<file path="src/rtl/sym_pkg.sv">
`default_nettype none
// ============================================================================
// Module  : sym_pkg
// Purpose : Shared types and helpers for the symmetric frame detector:
//           FSM state encoding, bit-reversal and width derivation.
// Rev     : 1.0  initial release
// ============================================================================
package sym_pkg;

  // Detector phases: collect words, compare mirrored pairs, hold the result.
  typedef enum logic [1:0] {
    ST_LOAD   = 2'd0,
    ST_CHECK  = 2'd1,
    ST_REPORT = 2'd2
  } state_t;

  // Widest word the bit-reversal helper handles.
  localparam int MAX_W = 64;

  // Address width for a DEPTH-entry buffer.
  function automatic int addr_width(input int depth);
    return $clog2(depth);
  endfunction

  // Width able to hold a frame length of 0..DEPTH.
  function automatic int len_width(input int depth);
    return $clog2(depth + 1);
  endfunction

  // Width able to hold a mismatch count of 0..DEPTH/2.
  function automatic int mis_width(input int depth);
    return $clog2(depth / 2 + 1);
  endfunction

  // Reverse the low w bits of v; bits above w come back as zero.
  function automatic logic [MAX_W-1:0] bitreverse(input logic [MAX_W-1:0] v, input int w);
    logic [MAX_W-1:0] r;
    logic [5:0]       idx;
    r   = '0;
    idx = '0;
    for (int k = 0; k < MAX_W; k++) begin
      if (k < w) begin
        idx  = 6'(w - 1 - k);
        r[k] = v[idx];
      end
    end
    return r;
  endfunction

endpackage
`default_nettype wire

</file>
<file path="src/rtl/sym_buf.sv">
`default_nettype none
// ============================================================================
// Module  : sym_buf
// Purpose : DEPTH x WIDTH frame buffer, one synchronous write port and two
//           combinational read ports. Contents are not reset.
// Rev     : 1.0  initial release
// ============================================================================
module sym_buf
  import sym_pkg::*;
#(
  parameter int WIDTH  = 8,
  parameter int DEPTH  = 16,
  parameter int ADDR_W = addr_width(DEPTH)
) (
  input  logic              clk,
  input  logic              i_we,
  input  logic [ADDR_W-1:0] i_waddr,
  input  logic [WIDTH-1:0]  i_wdata,
  input  logic [ADDR_W-1:0] i_raddr_a,
  output logic [WIDTH-1:0]  o_rdata_a,
  input  logic [ADDR_W-1:0] i_raddr_b,
  output logic [WIDTH-1:0]  o_rdata_b
);

  logic [WIDTH-1:0] r_mem [DEPTH];

  // Store accepted words; storage is deliberately left out of reset.
  always_ff @(posedge clk) begin
    if (i_we) begin
      r_mem[i_waddr] <= i_wdata;
    end
  end

  assign o_rdata_a = r_mem[i_raddr_a];
  assign o_rdata_b = r_mem[i_raddr_b];

endmodule
`default_nettype wire

</file>
<file path="src/rtl/sym_frame_detector.sv">
`default_nettype none
// ============================================================================
// Module  : sym_frame_detector
// Purpose : Buffers a frame of up to DEPTH words, then checks one mirrored
//           pair per cycle for word or bit-mirror palindrome symmetry and
//           reports the mismatch count, length and truncation flag.
//           WIDTH must not exceed sym_pkg::MAX_W.
// Rev     : 1.0  initial release
// ============================================================================
module sym_frame_detector
  import sym_pkg::*;
#(
  parameter int WIDTH = 8,
  parameter int DEPTH = 16
) (
  input  logic                         clk,
  input  logic                         rst,
  input  logic                         in_valid,
  input  logic [WIDTH-1:0]             in_data,
  input  logic                         in_last,
  input  logic                         mode,
  output logic                         in_ready,
  output logic                         out_valid,
  input  logic                         out_ready,
  output logic                         out_sym,
  output logic [mis_width(DEPTH)-1:0]  out_mismatch,
  output logic [len_width(DEPTH)-1:0]  out_len,
  output logic                         out_overflow
);

  localparam int ADDR_W = addr_width(DEPTH);
  localparam int LEN_W  = len_width(DEPTH);
  localparam int MIS_W  = mis_width(DEPTH);
  localparam logic [ADDR_W-1:0] C_LAST_ADDR = ADDR_W'(DEPTH - 1);

  state_t            r_state;
  state_t            w_next;
  logic [ADDR_W-1:0] r_wr_cnt;
  logic [ADDR_W-1:0] r_idx;
  logic [LEN_W-1:0]  r_len;
  logic              r_mode;
  logic              r_ovf;
  logic [MIS_W-1:0]  r_mis;

  logic              w_accept;
  logic              w_full;
  logic              w_close;
  logic              w_last_pair;
  logic              w_pair_match;
  logic [LEN_W-1:0]  w_n;
  logic [LEN_W-1:0]  w_half;
  logic [ADDR_W-1:0] w_raddr_b;
  logic [WIDTH-1:0]  w_rd_a;
  logic [WIDTH-1:0]  w_rd_b;
  logic [WIDTH-1:0]  w_rd_b_cmp;

  assign in_ready  = (r_state == ST_LOAD);
  assign w_accept  = in_valid && in_ready;
  // The word at the last buffer slot closes the frame whether or not it is marked last.
  assign w_full    = (r_wr_cnt == C_LAST_ADDR);
  assign w_close   = w_accept && (in_last || w_full);
  assign w_n       = LEN_W'(r_wr_cnt) + LEN_W'(1);

  // Pair i is (r_idx, N-1-r_idx); the final pair is i = N/2 - 1.
  assign w_half       = r_len >> 1;
  assign w_last_pair  = (LEN_W'(r_idx) == (w_half - LEN_W'(1)));
  assign w_raddr_b    = ADDR_W'(r_len - LEN_W'(1) - LEN_W'(r_idx));
  assign w_rd_b_cmp   = r_mode ? WIDTH'(bitreverse(MAX_W'(w_rd_b), WIDTH)) : w_rd_b;
  assign w_pair_match = (w_rd_a == w_rd_b_cmp);

  sym_buf #(
    .WIDTH  (WIDTH),
    .DEPTH  (DEPTH),
    .ADDR_W (ADDR_W)
  ) u_buf (
    .clk       (clk),
    .i_we      (w_accept),
    .i_waddr   (r_wr_cnt),
    .i_wdata   (in_data),
    .i_raddr_a (r_idx),
    .o_rdata_a (w_rd_a),
    .i_raddr_b (w_raddr_b),
    .o_rdata_b (w_rd_b)
  );

  // State register.
  always_ff @(posedge clk) begin
    if (rst) begin
      r_state <= ST_LOAD;
    end else begin
      r_state <= w_next;
    end
  end

  // Next-state selection; frames shorter than two words have nothing to compare.
  always_comb begin
    w_next = r_state;
    case (r_state)
      ST_LOAD: begin
        if (w_close) begin
          w_next = (w_n >= LEN_W'(2)) ? ST_CHECK : ST_REPORT;
        end
      end
      ST_CHECK: begin
        if (w_last_pair) begin
          w_next = ST_REPORT;
        end
      end
      ST_REPORT: begin
        if (out_valid && out_ready) begin
          w_next = ST_LOAD;
        end
      end
      default: begin
        w_next = ST_LOAD;
      end
    endcase
  end

  // Frame capture, pair counting and result registers.
  always_ff @(posedge clk) begin
    if (rst) begin
      r_wr_cnt     <= '0;
      r_idx        <= '0;
      r_len        <= '0;
      r_mode       <= 1'b0;
      r_ovf        <= 1'b0;
      r_mis        <= '0;
      out_valid    <= 1'b0;
      out_sym      <= 1'b0;
      out_mismatch <= '0;
      out_len      <= '0;
      out_overflow <= 1'b0;
    end else begin
      case (r_state)
        ST_LOAD: begin
          if (w_accept) begin
            // Mode is taken from the first word only.
            if (r_wr_cnt == '0) begin
              r_mode <= mode;
            end
            if (w_close) begin
              r_len    <= w_n;
              r_ovf    <= !in_last;
              r_wr_cnt <= '0;
              r_idx    <= '0;
              r_mis    <= '0;
            end else begin
              r_wr_cnt <= r_wr_cnt + ADDR_W'(1);
            end
          end
        end
        ST_CHECK: begin
          if (!w_pair_match) begin
            r_mis <= r_mis + MIS_W'(1);
          end
          r_idx <= r_idx + ADDR_W'(1);
        end
        ST_REPORT: begin
          // First REPORT cycle publishes the result; it then holds until consumed.
          if (!out_valid) begin
            out_valid    <= 1'b1;
            out_sym      <= (r_mis == '0);
            out_mismatch <= r_mis;
            out_len      <= r_len;
            out_overflow <= r_ovf;
          end else if (out_ready) begin
            out_valid <= 1'b0;
            r_wr_cnt  <= '0;
          end
        end
        default: begin
          r_wr_cnt <= '0;
        end
      endcase
    end
  end

endmodule
`default_nettype wire

</file>
<file path="config.mk">
export PLATFORM = sky130hd
export DESIGN_NAME = sym_frame_detector
export DESIGN_NICKNAME = d
export VERILOG_FILES = /design/src/rtl/sym_pkg.sv /design/src/rtl/sym_buf.sv /design/src/rtl/sym_frame_detector.sv
export SDC_FILE = /design/constraint.sdc
export NUM_CORES = 1
export LEC_CHECK = 0
export BUFFER_PORTS_ARGS = -buffer_cell sky130_fd_sc_hd__buf_2
export CAP_MARGIN = 30
export CORE_ASPECT_RATIO = 0.75
export CORE_UTILIZATION = 47
export DETAILED_ROUTE_END_ITERATION = 7
export HOLD_SLACK_MARGIN = 0.05
export PLACE_DENSITY = 0.72
export SLEW_MARGIN = 5
export SYNTH_ARGS = -nofsm -noshare
export SYNTH_HDL_FRONTEND = slang
export SYNTH_SLANG_ARGS = --single-unit
</file>
<file path="constraint.sdc">
create_clock -name clk -period 6.61 [get_ports clk]
set_clock_uncertainty 0.2 [all_clocks]
set_input_delay 0.3305 -clock clk [delete_from_list [all_inputs] [get_ports clk]]
set_output_delay 0.3305 -clock clk [all_outputs]
set_load 0.05 [all_outputs]
</file>
==> results.json <==
{
  "outcome": "finished, final reports clean",
  "cpPeakStageDelay_ns": 0.82,
  "netlist_area_um2": 8100,
  "maxCapViolCount": 0,
  "path_max_fanout": 15,
  "crit_required_ns": 6.69,
  "portBuffers": 26,
  "fin_crit_ns": 4.51,
  "leakage_nw": 3.06,
  "tightest_slew_ns": 1.03,
  "grt_util_all_layers": 0.231,
  "wire_per_inst_um": 23.8,
  "drt_iter0_drc": 657,
  "vias": 5273,
  "via_per_inst": 6.41,
  "drcViolationCount": 0,
  "critical_path_arrival_ns": 4.59,
  "hold_violations": 0,
  "grt_pass1_vias": 5050,
  "ant_nets": 0,
  "die_w_um": 154,
  "place_congestion": 0.910,
  "cts_resized": 0,
  "setup_ws_ns": 2.10,
  "post-synth-top-area-fraction": 0.474,
  "coreArea_um2": 16800,
  "crit_family": "adder cells",
  "dp_cells": 785,
  "r2r_end": "r_mis[2]",
  "ctsRootBufferMaster": "clkbuf_16",
  "grt_setup_unrepaired": "no",
  "async_flop_share": 0,
  "crit_slowest_cell": "fa_1",
  "ys_types": 61,
  "end_kind": "flip-flop",
  "pin_count": 27,
  "antenna_found_initial": 0,
  "crit_chain": "inv_1 > ha_2 > inv_1 > fa_1 > buf_16 > mux2i_1 > mux4_2 > nor3_1 > nor2_1 > nor3_1 > o21ai_0 > a311o_2 > o21ai_2 > or4_1 > a21oi_1",
  "nets": 620,
  "critical_path_class": "reg2reg",
  "period_share": 0.682,
  "setup_viol": 0,
  "syn_avg_cell_area_um2": 14.5,
  "cp-start-kind": "flip-flop",
  "r2r-start": "r_idx[0]",
  "fill_cells": 1310,
  "max_freq_ghz": 0.222,
  "ir_worst_vdd_mv": 0.345,
  "worstHoldEndpoint": "u_buf.r_mem[14][4]",
  "die-area_um2": 17800,
  "syn_inst": 558,
  "dr.pass1.iters": 5,
  "crit_start": "r_idx[0]",
  "crit_buf_inv": 3,
  "clk_latency_ns": 0.42,
  "diodes": 0,
  "synth_seq_cells": 165,
  "cellPowerDensity_nw_per_um2": 393,
  "report.final.slew_viol_count": 0,
  "dieHeight_um": 116,
  "cts.clk_slew.worst_paths_ns": 0.06,
  "slew_headroom": 0.309,
  "cts_max_level": 4,
  "hold_start": "in_data[4]",
  "hold_path_depth": 1,
  "place_ws_ns": 2.19,
  "initial_core_util": 0.482,
  "reg2regPathDepth": 15,
  "placed_area_um2": 8530,
  "drt_wl_total_um": 19600,
  "clkSinkCount": 165,
  "finalInstanceArea_um2": 9220,
  "finalSetupTns_ns": 0,
  "postSynthNetCount": 584,
  "overflow": 0,
  "cts_tree": "done",
  "dp_hpwl_um": 13400,
  "grt_pass1_wl_um": 29700,
  "min_path_type": "in2reg",
  "num_rows": 41,
  "cts_buffers": 17,
  "synth_ff_type": "edfxtp_1",
  "cts_hold_buf": 3,
  "clockBufferDepth": 2,
  "yosysWarnings": 0,
  "post_cts_buffers": 0,
  "area_growth_pct": 13.7,
  "layout-drive-gt1-share": 0.257,
  "grt_max_degree": 34,
  "final_cells": 822,
  "yosysSeqAreaShare": 0.566,
  "r2r_slack_ns": 2.10,
  "synth_edf_count": 128,
  "synth.area.top_cells": "edfxtp_1 (47%), mux4_2 (18%), dfxtp_1 (9.1%), mux2i_1 (3.8%), nor2_1 (2.3%)",
  "yosysTopAreaCell": "edfxtp_1"
}
-- worst max-delay path by stage --
| stage | slack (ns) | cells past startpoint | to |
|---|---|---|---|
| global placement | 1.97 | 14 | r_mis[2] |
| global route | 1.89 | 15 | r_mis[2] |
| floorplan | 2.88 | 14 | r_mis[2] |
| CTS | 2.16 | 15 | r_mis[2] |
| finish | 2.10 | 15 | r_mis[2] |
| detailed placement | 2.19 | 15 | r_mis[2] |
-- kinds of logic after synthesis --
family | count (synthesis) | synth area share
XOR/XNOR | 9 | 0.0107
multiplexers | 95 | 0.215
buffers and inverters | 44 | 0.0270
AO/OA/AOI/OAI | 78 | 0.0686
flip-flops | 165 | 0.566
AND/OR/NAND/NOR | 155 | 0.0939
adder cells (fa/ha/maj) | 12 | 0.0195
-- cells in the final DEF (no fill, tap or decap), types with 4 or more instances in the layout --
cell type	netlist	routed
nand3_1	13	13
nor2b_1	9	9
nor4b_1	5	5
buf_6	5	4
clkinvlp_4	0	4
clkbuf_16	0	17
a31oi_1	4	4
dfxtp_1	37	36
a211oi_1	5	5
a21oi_1	16	16
nor4_1	7	7
nand2b_1	6	6
ha_1	11	10
nand2_1	29	29
nor3_1	14	11
inv_1	13	13
and2_1	4	4
o21ai_0	13	13
edfxtp_1	128	128
a22oi_1	12	12
nor3b_1	4	4
a22o_1	5	5
mux4_2	63	63
buf_2	4	26
xor2_1	5	5
mux2i_1	31	31
nor2_1	50	50
buf_4	3	11
clkbuf_8	0	4
-- registers in the layout, summed over array words and instances (netlist names), 2 cells and up, named ones only --
register,flops
out_len,5
out_mismatch,4
r_idx,4
r_len,5
r_mis,4
r_state,2
r_wr_cnt,4
u_buf.r_mem,128
-- power by group --
group | internal (mW) | switching (mW)
combinational | 0.602 | 0.742
sequential | 1.18 | 0.0791
clock | 0.623 | 0.395
-- metrics by stage --
step / hold slack, ns / power, mW / utilization
floorplan: 0.226 / 2.26 / -
global placement: 0.259 / 2.51 / 0.499
detailed placement: 0.268 / 2.59 / 0.507
CTS: 0.0728 / 3.60 / 0.545
global route: 0.0859 / 3.78 / 0.548
finish: 0.0974 / 3.63 / 0.548
-- final cells by class --
cell class                 instances  area, um2  area share
clock buffer                      20        467      0.0506
clock inverter                    12        151      0.0164
inverter                          13       48.8     0.00529
multi-input combinational        349       3320       0.360
sequential                       165       4590       0.498
tap                              215        269      0.0292
timing repair buffer              48        377      0.0409
-- cells in the mapped netlist, types with 6 or more instances --
master,number
mux2i_1,31
nor4_1,7
nand3_1,13
dfxtp_1,37
o21ai_0,13
edfxtp_1,128
clkbuf_1,14
nand2_1,29
ha_1,11
nor2b_1,9
nor2_1,50
a22oi_1,12
a21oi_1,16
mux4_2,63
inv_1,13
nor3_1,14
nand2b_1,6
-- worst register-to-register path, stage by stage, from the launching register on --
cell and delay [ns]:
dfxtp_1 0.36, inv_1 0.10, ha_2 0.18, inv_1 0.05
fa_1 0.82, buf_16 0.23, mux2i_1 0.10, mux4_2 0.48
nor3_1 0.42, nor2_1 0.12, nor3_1 0.27, o21ai_0 0.13
a311o_2 0.44, o21ai_2 0.23, or4_1 0.16, a21oi_1 0.07
-- metal layers --
metal | vias to the layer above | wire length [um] | GRT usage
li1 | 2285 | - | -
met1 | 2674 | 8670 | 0.338
met2 | 292 | 8930 | 0.342
met3 | 22 | 1690 | 0.0561
met4 | 0 | 288 | 0.0760
met5 | - | 0 | 0
(Power assumes the default switching activity.)
